**src/rtl/decode_stage.sv**
```systemverilog
// Registered instruction-decode stage with load scoreboard and valid/ready handshake.
// Optional statistics counters are enabled with `define DECODE_STAGE_STATS_EN.
module decode_stage #(
  parameter int INST_W  = 16,
  parameter int OP_W    = 4,
  parameter int REG_W   = 3,
  parameter int FUNCT_W = 3,
  parameter int IMM_W   = 6,
  parameter int DATA_W  = 16
) (
  input  logic               CLK,
  input  logic               RESET_N,
  input  logic               IN_VALID,
  output logic               IN_READY,
  input  logic [INST_W-1:0]  INST,
  output logic               OUT_VALID,
  input  logic               OUT_READY,
  input  logic               FLUSH,
  input  logic               WB_VALID,
  input  logic [REG_W-1:0]   WB_ADDR,
  output logic [REG_W-1:0]   RS_ADDR,
  output logic [REG_W-1:0]   RT_ADDR,
  output logic [REG_W-1:0]   WR_ADDR,
  output logic               WR_EN,
  output logic [FUNCT_W-1:0] ALU_FUNC,
  output logic               ALU_SRC_IMM,
  output logic [DATA_W-1:0]  IMM_EXT,
  output logic               MEM_RD,
  output logic               MEM_WR,
  output logic [1:0]         BR_COND,
  output logic               BRANCH,
  output logic               ILLEGAL
`ifdef DECODE_STAGE_STATS_EN
  ,
  output logic [15:0]        INST_CNT,
  output logic [15:0]        STALL_CNT
`endif
);

  localparam int NREG   = 1 << REG_W;
  localparam int RS_LSB = INST_W - OP_W - REG_W;
  localparam int RT_LSB = RS_LSB - REG_W;
  localparam int RD_LSB = RT_LSB - REG_W;

  localparam logic [OP_W-1:0] OP_R    = OP_W'(4'd0);
  localparam logic [OP_W-1:0] OP_LB   = OP_W'(4'd2);
  localparam logic [OP_W-1:0] OP_SB   = OP_W'(4'd4);
  localparam logic [OP_W-1:0] OP_ADDI = OP_W'(4'd5);
  localparam logic [OP_W-1:0] OP_ANDI = OP_W'(4'd6);
  localparam logic [OP_W-1:0] OP_ORI  = OP_W'(4'd7);
  localparam logic [OP_W-1:0] OP_BEQ  = OP_W'(4'd8);
  localparam logic [OP_W-1:0] OP_BNE  = OP_W'(4'd9);
  localparam logic [OP_W-1:0] OP_BGEZ = OP_W'(4'd10);
  localparam logic [OP_W-1:0] OP_BLTZ = OP_W'(4'd11);

  localparam logic [FUNCT_W-1:0] FN_ADD = FUNCT_W'(3'd0);
  localparam logic [FUNCT_W-1:0] FN_AND = FUNCT_W'(3'd5);
  localparam logic [FUNCT_W-1:0] FN_OR  = FUNCT_W'(3'd6);

  logic [OP_W-1:0]    op_s;
  logic [REG_W-1:0]   rs_s, rt_s, rd_s;
  logic [FUNCT_W-1:0] funct_s;
  logic [IMM_W-1:0]   imm_s;
  logic [DATA_W-1:0]  sext_s, zext_s;

  assign op_s    = INST[INST_W-1 -: OP_W];
  assign rs_s    = INST[RS_LSB +: REG_W];
  assign rt_s    = INST[RT_LSB +: REG_W];
  assign rd_s    = INST[RD_LSB +: REG_W];
  assign funct_s = INST[FUNCT_W-1:0];
  assign imm_s   = INST[IMM_W-1:0];
  assign sext_s  = DATA_W'($signed(imm_s));
  assign zext_s  = DATA_W'(imm_s);

  logic [REG_W-1:0]   dec_wr_addr_s;
  logic               dec_we_raw_s, dec_we_s, dec_src_s, dec_mrd_s, dec_mwr_s;
  logic               dec_br_s, dec_ill_s, reads_rt_s;
  logic [FUNCT_W-1:0] dec_func_s;
  logic [DATA_W-1:0]  dec_imm_s;
  logic [1:0]         dec_brc_s;

  // Opcode decode into the control bundle for the instruction presented by fetch
  always_comb begin
    dec_wr_addr_s = '0;
    dec_we_raw_s  = 1'b0;
    dec_func_s    = FN_ADD;
    dec_src_s     = 1'b0;
    dec_imm_s     = '0;
    dec_mrd_s     = 1'b0;
    dec_mwr_s     = 1'b0;
    dec_brc_s     = 2'b00;
    dec_br_s      = 1'b0;
    dec_ill_s     = 1'b0;
    reads_rt_s    = 1'b0;
    case (op_s)
      OP_R: begin
        dec_we_raw_s  = 1'b1;
        dec_wr_addr_s = rd_s;
        dec_func_s    = funct_s;
        reads_rt_s    = 1'b1;
      end
      OP_LB: begin
        dec_mrd_s     = 1'b1;
        dec_we_raw_s  = 1'b1;
        dec_wr_addr_s = rt_s;
        dec_src_s     = 1'b1;
        dec_imm_s     = sext_s;
      end
      OP_SB: begin
        dec_mwr_s  = 1'b1;
        dec_src_s  = 1'b1;
        dec_imm_s  = sext_s;
        reads_rt_s = 1'b1;
      end
      OP_ADDI, OP_ANDI, OP_ORI: begin
        dec_we_raw_s  = 1'b1;
        dec_wr_addr_s = rt_s;
        dec_src_s     = 1'b1;
        dec_func_s    = (op_s == OP_ADDI) ? FN_ADD : ((op_s == OP_ANDI) ? FN_AND : FN_OR);
        dec_imm_s     = (op_s == OP_ADDI) ? sext_s : zext_s;
      end
      OP_BEQ, OP_BNE, OP_BGEZ, OP_BLTZ: begin
        dec_br_s   = 1'b1;
        dec_brc_s  = op_s[1:0];
        dec_imm_s  = sext_s;
        reads_rt_s = 1'b1;
      end
      default: begin
        dec_ill_s = 1'b1;
      end
    endcase
  end

  // Writes to register 0 are architecturally discarded
  assign dec_we_s = dec_we_raw_s & (dec_wr_addr_s != '0);

  logic              valid_q, valid_d;
  logic [NREG-1:0]   busy_q, busy_d, set_mask_s, clr_mask_s;
  logic              hazard_s, accept_s, handoff_s;
  logic [REG_W-1:0]  rs_q, rt_q, wr_addr_q;
  logic              wr_en_q, src_q, mrd_q, mwr_q, br_q, ill_q;
  logic [FUNCT_W-1:0] func_q;
  logic [DATA_W-1:0] imm_q;
  logic [1:0]        brc_q;

  assign hazard_s  = busy_q[rs_s] | (reads_rt_s & busy_q[rt_s]);
  assign IN_READY  = RESET_N & (~valid_q | OUT_READY) & ~hazard_s & ~FLUSH;
  assign accept_s  = IN_VALID & IN_READY;
  assign handoff_s = valid_q & OUT_READY;

  // A load leaving for execute marks its destination busy; set beats a same-cycle writeback clear
  assign set_mask_s = (handoff_s & mrd_q) ? (NREG'(1'b1) << wr_addr_q) : '0;
  assign clr_mask_s = WB_VALID ? (NREG'(1'b1) << WB_ADDR) : '0;
  assign busy_d     = ((busy_q & ~clr_mask_s) | set_mask_s) & ~NREG'(1'b1);

  // Output-valid next state: accept, else drop on flush or handoff, else hold
  always_comb begin
    valid_d = valid_q;
    if (accept_s) begin
      valid_d = 1'b1;
    end else if (FLUSH || OUT_READY) begin
      valid_d = 1'b0;
    end else begin
      valid_d = valid_q;
    end
  end

  // Output bundle and scoreboard registers
  always_ff @(posedge CLK) begin
    if (!RESET_N) begin
      valid_q   <= 1'b0;
      busy_q    <= '0;
      rs_q      <= '0;
      rt_q      <= '0;
      wr_addr_q <= '0;
      wr_en_q   <= 1'b0;
      func_q    <= '0;
      src_q     <= 1'b0;
      imm_q     <= '0;
      mrd_q     <= 1'b0;
      mwr_q     <= 1'b0;
      brc_q     <= 2'b00;
      br_q      <= 1'b0;
      ill_q     <= 1'b0;
    end else begin
      valid_q <= valid_d;
      busy_q  <= busy_d;
      if (accept_s) begin
        rs_q      <= rs_s;
        rt_q      <= rt_s;
        wr_addr_q <= dec_wr_addr_s;
        wr_en_q   <= dec_we_s;
        func_q    <= dec_func_s;
        src_q     <= dec_src_s;
        imm_q     <= dec_imm_s;
        mrd_q     <= dec_mrd_s;
        mwr_q     <= dec_mwr_s;
        brc_q     <= dec_brc_s;
        br_q      <= dec_br_s;
        ill_q     <= dec_ill_s;
      end
    end
  end

  assign OUT_VALID   = valid_q;
  assign RS_ADDR     = rs_q;
  assign RT_ADDR     = rt_q;
  assign WR_ADDR     = wr_addr_q;
  assign WR_EN       = wr_en_q;
  assign ALU_FUNC    = func_q;
  assign ALU_SRC_IMM = src_q;
  assign IMM_EXT     = imm_q;
  assign MEM_RD      = mrd_q;
  assign MEM_WR      = mwr_q;
  assign BR_COND     = brc_q;
  assign BRANCH      = br_q;
  assign ILLEGAL     = ill_q;

`ifdef DECODE_STAGE_STATS_EN
  logic [15:0] inst_cnt_q, stall_cnt_q;

  // Saturating accepted-instruction and hazard-stall counters
  always_ff @(posedge CLK) begin
    if (!RESET_N) begin
      inst_cnt_q  <= 16'd0;
      stall_cnt_q <= 16'd0;
    end else begin
      if (accept_s && (inst_cnt_q != 16'hFFFF)) inst_cnt_q <= inst_cnt_q + 16'd1;
      if (IN_VALID && hazard_s && (stall_cnt_q != 16'hFFFF)) stall_cnt_q <= stall_cnt_q + 16'd1;
    end
  end

  assign INST_CNT  = inst_cnt_q;
  assign STALL_CNT = stall_cnt_q;
`endif

endmodule

```
**config.mk**
```make
export PLATFORM = sky130hd
export DESIGN_NAME = decode_stage
export DESIGN_NICKNAME = d
export VERILOG_FILES = /design/src/rtl/decode_stage.sv
export SDC_FILE = /design/constraint.sdc
export NUM_CORES = 1
export LEC_CHECK = 0
export CORE_ASPECT_RATIO = 0.7
export CORE_MARGIN = 5
export CORE_UTILIZATION = 44
export CTS_CLUSTER_DIAMETER = 30
export DETAILED_ROUTE_END_ITERATION = 16
export PLACE_DENSITY = 0.85
export SETUP_SLACK_MARGIN = 0.3
export SLEW_MARGIN = 0
export SYNTH_ARGS = -nofsm -noshare
export SYNTH_HDL_FRONTEND = slang
export SYNTH_SLANG_ARGS = --single-unit
```
**constraint.sdc**
```tcl
create_clock -name CLK -period 1.99 [get_ports CLK]
set_input_delay 0.398 -clock CLK [delete_from_list [all_inputs] [get_ports CLK]]
set_output_delay 0.398 -clock CLK [all_outputs]
set_load 0.02 [all_outputs]
```
### After elaboration in Yosys (flattened, before gate mapping)

Cells that the tools add are included.

| word-level totals | value |
|---|---|
| logic and storage cells | 78 |
| register bits after elaboration | 45 |
| output and inout port bits | 38 |

| operators by class | value |
|---|---|
| reductions and logical operators | 12 |
| muxes and demuxes | 22 |
| $lt $le $gt $ge | 2 |
| bitwise operators | 16 |
| shift operators | 2 |
| equality and inequality tests | 9 |

Operators by type and width:

| cell | number |
|---|---|
| one-hot mux 16 bit (2 select lines) | 1 |
| == test 4 x 3 -> 1 bit (second input constant) | 4 |
| == test 4 bit (second input constant) | 4 |
| 2-to-1 mux 16 bit | 1 |
| 2-to-1 mux 8 bit | 2 |
| left shift 1 x 3 -> 8 bit (first input constant) | 2 |
| one-hot mux 3 bit (2 select lines) | 2 |
| OR reduction 6 bit | 2 |
| 2-to-1 mux 1 bit | 11 |
| OR reduction 10 bit | 1 |
| OR reduction 5 bit | 2 |
| AND 1 bit | 8 |
| AND 8 bit | 1 |
| less-than comparator 3 x 4 -> 1 bit (second input constant) | 2 |
| NOT 8 bit | 1 |
| OR 8 bit | 1 |
| OR reduction 4 bit | 2 |
| binary-select mux 1 bit (select 3 bit) | 2 |
| == test 4 x 2 -> 1 bit (second input constant) | 1 |
| logical NOT 4 bit | 1 |
| 2-to-1 mux 2 bit | 2 |
| 2-to-1 mux 3 bit | 1 |
| NOT 1 bit | 3 |
| nonzero test 3 bit | 1 |
| 4 further kinds | 5 |

### Longest topological paths before layout

Gate-level depths: netlist of the first run.

| depth | value |
|---|---|
| word-level depth | 10 |
| depth in mapped cells | 7 |
| depth with buffers taken out | 5 |

### Least setup slack after synthesis of the first run

OpenSTA, ideal clock, no wires.

| path | value |
|---|---|
| path type | in2out |
| from | input port INST[6] |
| to | output port IN_READY |
| arrival time | 1836 ps |
| slack | -244 ps |
| stages | 4 |
| path through | mux4_2 > o22ai_2 > nor2_1 > nor4bb_1 |

| between the ends | value |
|---|---|
| longest elaborated chain between the ends | 7 |

Ends and longest elaborated chain:

| what | line | RTL |
|---|---|---|
| from (decl) | 15 | `input logic [INST_W-1:0] INST,` |
| binary-select mux 1 bit (select 3 bit) | 146 | `assign hazard_s = busy_q[rs_s] \| (reads_rt_s & busy_q[rt_s]);` |
| 2-to-1 mux 1 bit (not written as such) | 146 |  |
| AND 1 bit | 146 |  |
| OR 1 bit | 146 |  |
| NOT 1 bit | 147 | `assign IN_READY = RESET_N & (~valid_q \| OUT_READY) & ~hazard_s & ~FLUSH;` |
| AND 1 bit (2 in series) | 147 |  |
| to (decl) | 14 | `output logic IN_READY,` |

No other way between the ends. The select of a mux whose other input is x is not followed.

### Final worst setup path of the first run

| path | value |
|---|---|
| from | register busy_q[7] |
| to | output port IN_READY |

| between the ends | value |
|---|---|
| longest elaborated chain between the ends | 7 |
| elaborated cells on any way between the ends | 9 |

Ends and longest elaborated chain:

| what | line | RTL |
|---|---|---|
| from (decl) | 138 | `logic [NREG-1:0] busy_q, busy_d, set_mask_s, clr_mask_s;` |
| from (signal assigned) | 187 | `busy_q <= busy_d;` |
| binary-select mux 1 bit (select 3 bit) | 146 |  |
| 2-to-1 mux 1 bit (not written as such) | 146 |  |
| AND 1 bit | 146 |  |
| OR 1 bit * | 146 |  |
| NOT 1 bit * | 147 |  |
| AND 1 bit * (2 in series) | 147 |  |

Mark *: on every way between the ends. The rest lies on a longest branch, timed or not. The select of a mux whose other input is x is not followed.

==> report_table.html, run 1 <==
<table>
<tr><th>Metric</th><th>Value</th></tr>
<tr><th colspan="2">Timing</th></tr>
<tr><td>Slew HR</td><td>just under 70%</td></tr>
<tr><td>Slew of the pin with the lowest slew margin</td><td>about 0.47 ns</td></tr>
<tr><td>Tmin final</td><td>2.194 ns</td></tr>
<tr><td>Number of failing hold endpoints at the final stage</td><td>0</td></tr>
<tr><td>Least setup slack across all paths after layout</td><td>-0.2039 ns</td></tr>
<tr><td>Setup_tns</td><td>-0.2301 ns</td></tr>
<tr><td>Post-Route Skew</td><td>between 0.007 and 0.008 ns</td></tr>
<tr><td>Slew Limit Fails</td><td>0</td></tr>
<tr><td>Setup violation total in the final timing report</td><td>2</td></tr>
<tr><td>Final cycle utilization of the critical path</td><td>110.2%</td></tr>
<tr><td>Unrepaired setup endpoints after global routing</td><td>yes</td></tr>
<tr><td>Maximum clock rate</td><td>455.8 MHz</td></tr>
<tr><th colspan="2">Placement</th></tr>
<tr><td>Worst slack at placement</td><td>-1.050 ns</td></tr>
<tr><td>DP Wirelength</td><td>around 3.7 mm</td></tr>
<tr><td>IO buf count</td><td>between 60 and 70</td></tr>
<tr><td>Last weighted congestion value of the routability-driven placer</td><td>0.8386</td></tr>
<tr><td>Post-detailed-placement cell area</td><td>roughly 2600 sq um</td></tr>
<tr><th colspan="2">Status</th></tr>
<tr><td>Violated checks</td><td>negative setup slack</td></tr>
<tr><td>Result of the run</td><td>finished with violations</td></tr>
<tr><th colspan="2">Power</th></tr>
<tr><td>Total power after layout</td><td>about 1700 uW</td></tr>
<tr><td>Peak ir drop on the vdd network</td><td>approximately 0.47 mV</td></tr>
<tr><td>Total power per unit cell area</td><td>556.3 nW/um^2</td></tr>
<tr><td>Flop pwr share</td><td>around 44%</td></tr>
<tr><td>Leakage dissipation</td><td>~0.0014 uW</td></tr>
<tr><td>Internal Pwr Total</td><td>between 1000 and 1500 uW</td></tr>
<tr><td>Net Switching</td><td>451.4 uW</td></tr>
<tr><td>Relative contribution of combinational cells to total power</td><td>21.2%</td></tr>
<tr><td>Switching power share of the total</td><td>a little over a quarter</td></tr>
<tr><td>Relative contribution of the clock network to total power</td><td>about a third</td></tr>
<tr><th colspan="2">Global routing</th></tr>
<tr><td>Grt total ovfl</td><td>0</td></tr>
<tr><td>GRT Overall Usage</td><td>between 20% and 30%</td></tr>
<tr><td>First-pass GRT wire length</td><td>just under 9 mm</td></tr>
<tr><td>Met3 Use GR</td><td>8.564%</td></tr>
<tr><td>Busiest grt layer</td><td>met2</td></tr>
<tr><td>Antenna violations before repair</td><td>1</td></tr>
<tr><td>Met1 track demand over resource</td><td>23.78%</td></tr>
<tr><td>Pin count of the biggest net entering global routing</td><td>38</td></tr>
<tr><td>Number of global-route vias before repair</td><td>about 1800</td></tr>
<tr><td>Global-route met2 utilization</td><td>34.88%</td></tr>
<tr><th colspan="2">Floorplanning</th></tr>
<tr><td>Number of top-level pins</td><td>63</td></tr>
<tr><td>Die Width</td><td>85.68 um</td></tr>
<tr><td>Placement row count</td><td>19</td></tr>
<tr><td>Area of the core region</td><td>3899 sq um</td></tr>
<tr><td>Initial core utilization</td><td>between 40 and 50%</td></tr>
<tr><td>Die area</td><td>5396 sq um</td></tr>
<tr><td>Height of the die</td><td>~63 um</td></tr>
<tr><th colspan="2">Route</th></tr>
<tr><td>DRC violation total after the first TritonRoute iteration</td><td>86</td></tr>
<tr><td>Number of vias per cell after detailed routing</td><td>a little over 5</td></tr>
<tr><td>Post-detailed-route DRC marker count</td><td>0</td></tr>
<tr><td>ANT nets after route</td><td>0</td></tr>
<tr><td>Post-DR wirelength/cell</td><td>~16 um</td></tr>
<tr><td>First-pass detailed-route iteration total</td><td>4</td></tr>
<tr><td>Drt total wl</td><td>approximately 5.6 mm</td></tr>
<tr><td>Detailed-route via count</td><td>roughly 1800</td></tr>
<tr><th colspan="2">Job</th></tr>
<tr><td>Max-Cap Viols</td><td>0</td></tr>
<tr><th colspan="2">Layout</th></tr>
<tr><td>Fillcell total</td><td>about 270</td></tr>
<tr><td>Final nets</td><td>323</td></tr>
<tr><td>Sequential cell area</td><td>between 700 and 800 sq um</td></tr>
<tr><td>Area grow syn2layout</td><td>69.43%</td></tr>
<tr><td>Fraction of final layout cells sized beyond drive strength 1</td><td>30.43%</td></tr>
<tr><td>Post-Layout Inst Area</td><td>between 2000 and 3000 sq um</td></tr>
<tr><td>Share of the core filled with cells in the final layout</td><td>about three quarters</td></tr>
<tr><td>Area of combinational cells with multiple inputs</td><td>1109 sq um</td></tr>
<tr><th colspan="2">Yosys</th></tr>
<tr><td>Top cells by count, synth</td><td>42 x sky130_fd_sc_hd__nand2_1, 35 x sky130_fd_sc_hd__dfxtp_1, 23 x sky130_fd_sc_hd__o21ai_1, 16 x sky130_fd_sc_hd__nor2b_1, 15 x sky130_fd_sc_hd__nand3_1</td></tr>
<tr><td>Count leader, synth</td><td>sky130_fd_sc_hd__nand2_1</td></tr>
<tr><td>Main flop type after synthesis</td><td>sky130_fd_sc_hd__dfxtp_1</td></tr>
<tr><td>Post-synth top area share</td><td>between 30% and 40%</td></tr>
<tr><td>Synth Warn #</td><td>0</td></tr>
<tr><td>Synthesized area per cell</td><td>between 8 and 9 sq um</td></tr>
<tr><td>Combined area of all synthesized cells</td><td>1764 sq um</td></tr>
<tr><td>Library cell with the largest summed area after synthesis</td><td>sky130_fd_sc_hd__dfxtp_1</td></tr>
<tr><td>Post-Syn Instances</td><td>around 220</td></tr>
<tr><td>Share of the yosys chip area belonging to registers</td><td>39.72%</td></tr>
<tr><td>Syn_nets</td><td>between 200 and 250</td></tr>
<tr><td>Synthesized flop and latch total</td><td>35</td></tr>
<tr><td>Distinct cell type count of the synthesized netlist</td><td>34</td></tr>
<tr><td>Cell types occupying the most area after synthesis</td><td>sky130_fd_sc_hd__dfxtp_1 40%, sky130_fd_sc_hd__nand2_1 8.9%, sky130_fd_sc_hd__o21ai_1 6.5%</td></tr>
<tr><td>Fraction of registers with async set or reset after synthesis</td><td>0%</td></tr>
<tr><td>Post-synth EDFFs</td><td>0</td></tr>
<tr><th colspan="2">Worst setup path</th></tr>
<tr><td>Start-to-end type of the worst setup path</td><td>register to output pin</td></tr>
<tr><td>Critical path peak fanout</td><td>2</td></tr>
<tr><td>Setup crit start kind</td><td>register</td></tr>
<tr><td>Critical path data required time</td><td>between 1.5 and 2 ns</td></tr>
<tr><td>Crit. End Element</td><td>output pin</td></tr>
<tr><td>Crit path DAT</td><td>between 1.5 and 2 ns</td></tr>
<tr><th colspan="2">Hold path</th></tr>
<tr><td>Type of the worst min-delay path</td><td>register to register</td></tr>
<tr><th colspan="2">Clocking</th></tr>
<tr><td>CTS tree</td><td>yes</td></tr>
<tr><td>Hold buffers post-CTS</td><td>0</td></tr>
<tr><td>CTS max path bufs</td><td>2</td></tr>
<tr><td>Clock Pin Slew Worst Setup and Hold Paths</td><td>0.07 ns</td></tr>
<tr><td>Max H-tree Level</td><td>2</td></tr>
<tr><td>Number of buffers created by CTS</td><td>5</td></tr>
<tr><td>Clock root cell</td><td>sky130_fd_sc_hd__clkbuf_8</td></tr>
<tr><td>Worst-Skew Late Latency</td><td>between 0.2 and 0.3 ns</td></tr>
<tr><td>Clock Sinks</td><td>35</td></tr>
</table>
power groups by stage:
stage          registers, uW  clock network [uW]  logic [uW]
2_1_floorplan            773                   0         126
3_5_place_dp             750                   0         301
4_1_cts                  734                 583         335
5_1_grt                  737                 626         374
3_3_place_gp             749                   0         296
6_report                 734                 577         352
logic make-up after synthesis:
| group | synth area share [%] |
|---|---|
| and+or+nand+nor | 26.74 |
| AOI/OAI and AO/OA | 17.23 |
| buffers and inverters | 9.078 |
| muxes | 7.234 |
| DFF | 39.72 |
layout by cell type (no fill, tap or decap), drive strengths merged, types with 2 or more instances in the layout:
cell,n
a21oi,2
nand3,15
clkbuf,8
o21ai,26
mux4,2
inv,3
buf,38
and2,2
a32oi,2
nand2b,2
nand4,2
dfxtp,35
a22oi,8
mux2i,6
dlymetal6s2s,8
nor2b,16
dlygate4sd2,19
clkdlybuf4s50,32
nor2,12
nand2,42
nor3,4
mux2,2
area by class of cell:
| cell class | count | share of cell area (%) |
|---|---|---|
| multi-input combinational | 155 | 37.09 |
| clock buffer | 8 | 3.349 |
| inverter | 3 | 0.3767 |
| antenna | 1 | 0.08372 |
| timing repair buffer | 98 | 33.36 |
| sequential | 35 | 23.57 |
| tap | 52 | 2.177 |
metal layers:
metal	vias to the layer above	routed length [um]
li1	902	-
met1	840	2298
met2	58	2816
met3	8	447
met4	0	87
met5	-	0
worst paths after layout:
kind	start	endpoint	slack (ns)	depth (start not counted)
max reg2reg	busy_q[7]$_SDFF_PN0_	BRANCH$_SDFFE_PN0P_	-0.03	9
max	busy_q[7]$_SDFF_PN0_	IN_READY	-0.20	5
min reg2reg	IMM_EXT[1]$_SDFFE_PN0P_	IMM_EXT[1]$_SDFFE_PN0P_	0.45	2
min	IMM_EXT[1]$_SDFFE_PN0P_	IMM_EXT[1]$_SDFFE_PN0P_	0.45	2
what timing repair did:
item,in CTS,in global routing
pin swaps,17,7
setup buffers,3,0
setup endpoints to repair,43,36
gates resized for setup,73,30
gates cloned,2,0
metrics by stage:
step,cells,hold WS [ns]
floorplan,216,0.4915
finish,352,0.4508
global route,352,0.4786
CTS,351,0.4531
detailed placement,338,0.4422
global placement,338,0.4364
sequential cells by signal, summed over array words and instances, names as in the netlist, 2 cells and up:
signal and count:
BR_COND 2, RS_ADDR 3, ALU_FUNC 3, busy_q 7
IMM_EXT 7, RT_ADDR 3, WR_ADDR 3
critical path, stage by stage (launching register included):
cell and delay (ns):
sky130_fd_sc_hd__dfxtp_2 0.33, sky130_fd_sc_hd__mux4_2 0.46, sky130_fd_sc_hd__o22ai_2 0.20, sky130_fd_sc_hd__nor2_2 0.07, sky130_fd_sc_hd__nor4bb_4 0.26, sky130_fd_sc_hd__buf_4 0.18
(Power assumes the default switching activity.)
==> inputs of run 2 (changes only) <==
--- a/config.mk
+++ b/config.mk
@@ -6,7 +6,7 @@
 export NUM_CORES = 1
 export LEC_CHECK = 0
 export CORE_ASPECT_RATIO = 0.7
-export CORE_MARGIN = 5
+export CORE_MARGIN = 4
 export CORE_UTILIZATION = 44
 export CTS_CLUSTER_DIAMETER = 30
 export DETAILED_ROUTE_END_ITERATION = 16
==> run 2 against run 1 <==
The flow still finishes with violations (negative setup slack). Global-route usage rose by 1.8 points. Fmax decreased by 0.47%. Combinational power shrank 4%. Routed wire length up 3.6%. Flip-flop and latch count stayed put. Sequential power about the same. Critical path type unchanged. Highest routed layer is now met5.
==> report_table.html, run 2 (synthesized netlist as in run 1, its figures left out) <==
<table>
<tr><th>Metric</th><th>Value</th></tr>
<tr><th colspan="2">Route</th></tr>
<tr><td>DRC violation total after the first TritonRoute iteration</td><td>127 (+48%)</td></tr>
<tr><td>Post-DR wirelength/cell</td><td>16.44 um (+2.4%)</td></tr>
<tr><td>First-pass detailed-route iteration total</td><td>4 (unchanged)</td></tr>
<tr><td>Drt total wl</td><td>5.852 mm (+3.6%)</td></tr>
<tr><td>Post-detailed-route DRC marker count</td><td>0 (unchanged)</td></tr>
<tr><td>Detailed-route via count</td><td>1958 (+8.3%)</td></tr>
<tr><td>Number of vias per cell after detailed routing</td><td>5.500 (+7.1%)</td></tr>
<tr><td>ANT nets after route</td><td>0 (unchanged)</td></tr>
<tr><th colspan="2">Worst setup path</th></tr>
<tr><td>CP Cell Sequence</td><td>mux4_2 &gt; o22ai_4 &gt; nor2_2 &gt; nor4bb_4 &gt; buf_4</td></tr>
<tr><td>Family with the most delay on the worst path</td><td>multiplexers</td></tr>
<tr><td>Crit. End Element</td><td>output pin</td></tr>
<tr><td>Slowest stage cell, crit path</td><td>sky130_fd_sc_hd__mux4_2</td></tr>
<tr><td>Critical path data required time</td><td>1.59 ns (about the same)</td></tr>
<tr><td>Number of buffers and inverters on the critical path</td><td>1 (unchanged)</td></tr>
<tr><td>Critical path peak fanout</td><td>2 (unchanged)</td></tr>
<tr><td>Max stage delay on crit path</td><td>0.49 ns (+0.03 ns)</td></tr>
<tr><td>Crit path DAT</td><td>1.81 ns (about the same)</td></tr>
<tr><td>Start-to-end type of the worst setup path</td><td>register to output pin</td></tr>
<tr><td>Setup crit start kind</td><td>register</td></tr>
<tr><th colspan="2">Clocking</th></tr>
<tr><td>Clock Sinks</td><td>35 (unchanged)</td></tr>
<tr><td>Max H-tree Level</td><td>2 (unchanged)</td></tr>
<tr><td>CTS tree</td><td>yes</td></tr>
<tr><td>CTS max path bufs</td><td>2 (unchanged)</td></tr>
<tr><td>Number of buffers created by CTS</td><td>5 (unchanged)</td></tr>
<tr><td>Clock Pin Slew Worst Setup and Hold Paths</td><td>0.07 ns (about the same)</td></tr>
<tr><td>Worst-Skew Late Latency</td><td>0.29 ns (about the same)</td></tr>
<tr><td>Hold buffers post-CTS</td><td>0 (unchanged)</td></tr>
<tr><td>Clock root cell</td><td>sky130_fd_sc_hd__clkbuf_8</td></tr>
<tr><th colspan="2">Layout</th></tr>
<tr><td>Post-Layout Inst Area</td><td>2887 sq um (-3.4%)</td></tr>
<tr><td>Area of combinational cells with multiple inputs</td><td>991.0 sq um (-11%)</td></tr>
<tr><td>Sequential cell area</td><td>708.2 sq um (+0.53%)</td></tr>
<tr><td>Fillcell total</td><td>265 (-2.9%)</td></tr>
<tr><td>Most frequent cells in the layout</td><td>42 x sky130_fd_sc_hd__nand2_1, 37 x sky130_fd_sc_hd__clkdlybuf4s50_1, 32 x sky130_fd_sc_hd__buf_4</td></tr>
<tr><td>Area grow syn2layout</td><td>63.62%</td></tr>
<tr><td>Final nets</td><td>330 (+2.2%)</td></tr>
<tr><td>Most common cell after layout, fill and taps aside</td><td>sky130_fd_sc_hd__nand2_1</td></tr>
<tr><td>Fraction of final layout cells sized beyond drive strength 1</td><td>23.28% (-7.2 points)</td></tr>
<tr><th colspan="2">Global routing</th></tr>
<tr><td>Number of global-route vias before repair</td><td>1807 (-1.4%)</td></tr>
<tr><td>First-pass GRT wire length</td><td>8.756 mm (+0.16%)</td></tr>
<tr><td>Pin count of the biggest net entering global routing</td><td>38 (unchanged)</td></tr>
<tr><td>GRT Overall Usage</td><td>22.14% (+1.8 points)</td></tr>
<tr><td>Grt total ovfl</td><td>0 (unchanged)</td></tr>
<tr><td>Antenna violations before repair</td><td>2 (+1)</td></tr>
<tr><th colspan="2">Timing</th></tr>
<tr><td>Final cycle utilization of the critical path</td><td>110.8% (+0.52 points)</td></tr>
<tr><td>Tmin final</td><td>2.204 ns (+0.01034 ns)</td></tr>
<tr><td>Number of failing hold endpoints at the final stage</td><td>0 (unchanged)</td></tr>
<tr><td>Unrepaired setup endpoints after global routing</td><td>yes</td></tr>
<tr><td>Setup violation total in the final timing report</td><td>3 (+1)</td></tr>
<tr><td>Slew HR</td><td>81.51% (+13 points)</td></tr>
<tr><td>Slew Limit Fails</td><td>0 (unchanged)</td></tr>
<tr><td>Slew of the pin with the lowest slew margin</td><td>0.2769 ns (-0.1921 ns)</td></tr>
<tr><td>Post-Route Skew</td><td>0.002320 ns (-0.005036 ns)</td></tr>
<tr><td>Least setup slack across all paths after layout</td><td>-0.2142 ns (-0.01034 ns)</td></tr>
<tr><td>Maximum clock rate</td><td>453.7 MHz (-0.47%)</td></tr>
<tr><th colspan="2">Floorplanning</th></tr>
<tr><td>Height of the die</td><td>60.98 um (-3.2%)</td></tr>
<tr><td>Area of the core region</td><td>3694 sq um (-5.3%)</td></tr>
<tr><td>Placement row count</td><td>18 (-1)</td></tr>
<tr><td>Die Width</td><td>83.68 um (-2.3%)</td></tr>
<tr><td>Initial core utilization</td><td>47.76% (+2.5 points)</td></tr>
<tr><td>Die area</td><td>5102 sq um (-5.4%)</td></tr>
<tr><td>Number of top-level pins</td><td>63 (unchanged)</td></tr>
<tr><th colspan="2">Job</th></tr>
<tr><td>Max-Cap Viols</td><td>0 (unchanged)</td></tr>
<tr><th colspan="2">Hold path</th></tr>
<tr><td>Type of the worst min-delay path</td><td>primary input to register</td></tr>
<tr><th colspan="2">Status</th></tr>
<tr><td>Violated checks</td><td>negative setup slack</td></tr>
<tr><td>Result of the run</td><td>finished with violations</td></tr>
<tr><th colspan="2">Power</th></tr>
<tr><td>Total power after layout</td><td>1695 uW (+2.0%)</td></tr>
<tr><td>Leakage dissipation</td><td>0.001201 uW (-11%)</td></tr>
<tr><td>Peak ir drop on the vdd network</td><td>0.4743 mV (+1.9%)</td></tr>
<tr><td>Total power per unit cell area</td><td>587.3 nW/um^2 (+5.6%)</td></tr>
<tr><th colspan="2">Placement</th></tr>
<tr><td>Post-detailed-placement cell area</td><td>2566 sq um (+0.20%)</td></tr>
<tr><td>IO buf count</td><td>62 (unchanged)</td></tr>
<tr><td>DP Wirelength</td><td>3.756 mm (+0.92%)</td></tr>
<tr><td>Last weighted congestion value of the routability-driven placer</td><td>0.8790 (+4.8%)</td></tr>
</table>
-- run 2: repair_timing --
| action | CTS | global route |
|---|---|---|
| endpoints found under the setup margin | 43 | 30 |
| setup buffers | 4 | 2 |
| hold endpoints to repair | 0 | 0 |
| gates resized for setup | 46 | 15 |
| pin swaps | 3 | 2 |
| gates cloned | 5 | 0 |
-- run 2: power by group --
group / internal, uW / switching, uW
clock: 367 / 254
sequential: 720 / 15.2
combinational: 174 / 164
total: 1260 / 434
-- run 2: layer usage --
| metal | GRT usage [%] | wire length, um |
|---|---|---|
| met5 | 0 | 7 |
| met4 | 8.716 | 165 |
| met3 | 6.242 | 405 |
| met2 | 36.24 | 2675 |
| met1 | 28.36 | 2598 |
-- run 2: tightest hold or removal path, stage by stage --
cell and delay, ns:
sky130_fd_sc_hd__buf_2 0.14, sky130_fd_sc_hd__nand2_1 0.08, sky130_fd_sc_hd__o21ai_1 0.07
-- run 2: final timing paths --
check	startpoint	to	slack, ns	cells after the start
max	busy_q[7]$_SDFF_PN0_	IN_READY	-0.21	5
min	INST[6]	RT_ADDR[0]$_SDFFE_PN0P_	0.44	3
max reg2reg	busy_q[7]$_SDFF_PN0_	WR_ADDR[0]$_SDFFE_PN0P_	-0.01	10
min reg2reg	RS_ADDR[0]$_SDFFE_PN0P_	RS_ADDR[0]$_SDFFE_PN0P_	0.45	2
-- run 2: area by class of cell --
| class | count | area share, % |
|---|---|---|
| Inverter | 3 | 0.3901 |
| Antenna cell | 1 | 0.08669 |
| Multi-Input combinational cell | 156 | 34.33 |
| Clock buffer | 6 | 2.514 |
| Sequential cell | 35 | 24.53 |
| Tap cell | 50 | 2.167 |
| Timing Repair Buffer | 104 | 34.94 |
| Clock inverter | 1 | 1.040 |
-- run 2: stage by stage --
step	hold slack, ns	utilization (%)	worst slack, ns	setup TNS [ns]	std cells
4_1_cts	0.3971	75.91	-0.2189	-0.2189	353
2_1_floorplan	0.4915	-	0.05174	0	216
6_report	0.4369	78.15	-0.2142	-0.2414	356
3_5_place_dp	0.4394	69.48	-1.109	-13.37	337
5_1_grt	0.4633	78.15	-0.2596	-0.9462	356
3_3_place_gp	0.4380	69.48	-1.031	-10.97	337
==> inputs of run 3 (changes only) <==
--- a/config.mk
+++ b/config.mk
@@ -8,7 +8,7 @@
 export CORE_ASPECT_RATIO = 0.7
 export CORE_MARGIN = 4
 export CORE_UTILIZATION = 44
-export CTS_CLUSTER_DIAMETER = 30
+export CTS_CLUSTER_DIAMETER = 50
 export DETAILED_ROUTE_END_ITERATION = 16
 export PLACE_DENSITY = 0.85
 export SETUP_SLACK_MARGIN = 0.3
==> results of run 3 <==
No change in the layout: final DEF, timing and power equal those of run 2.
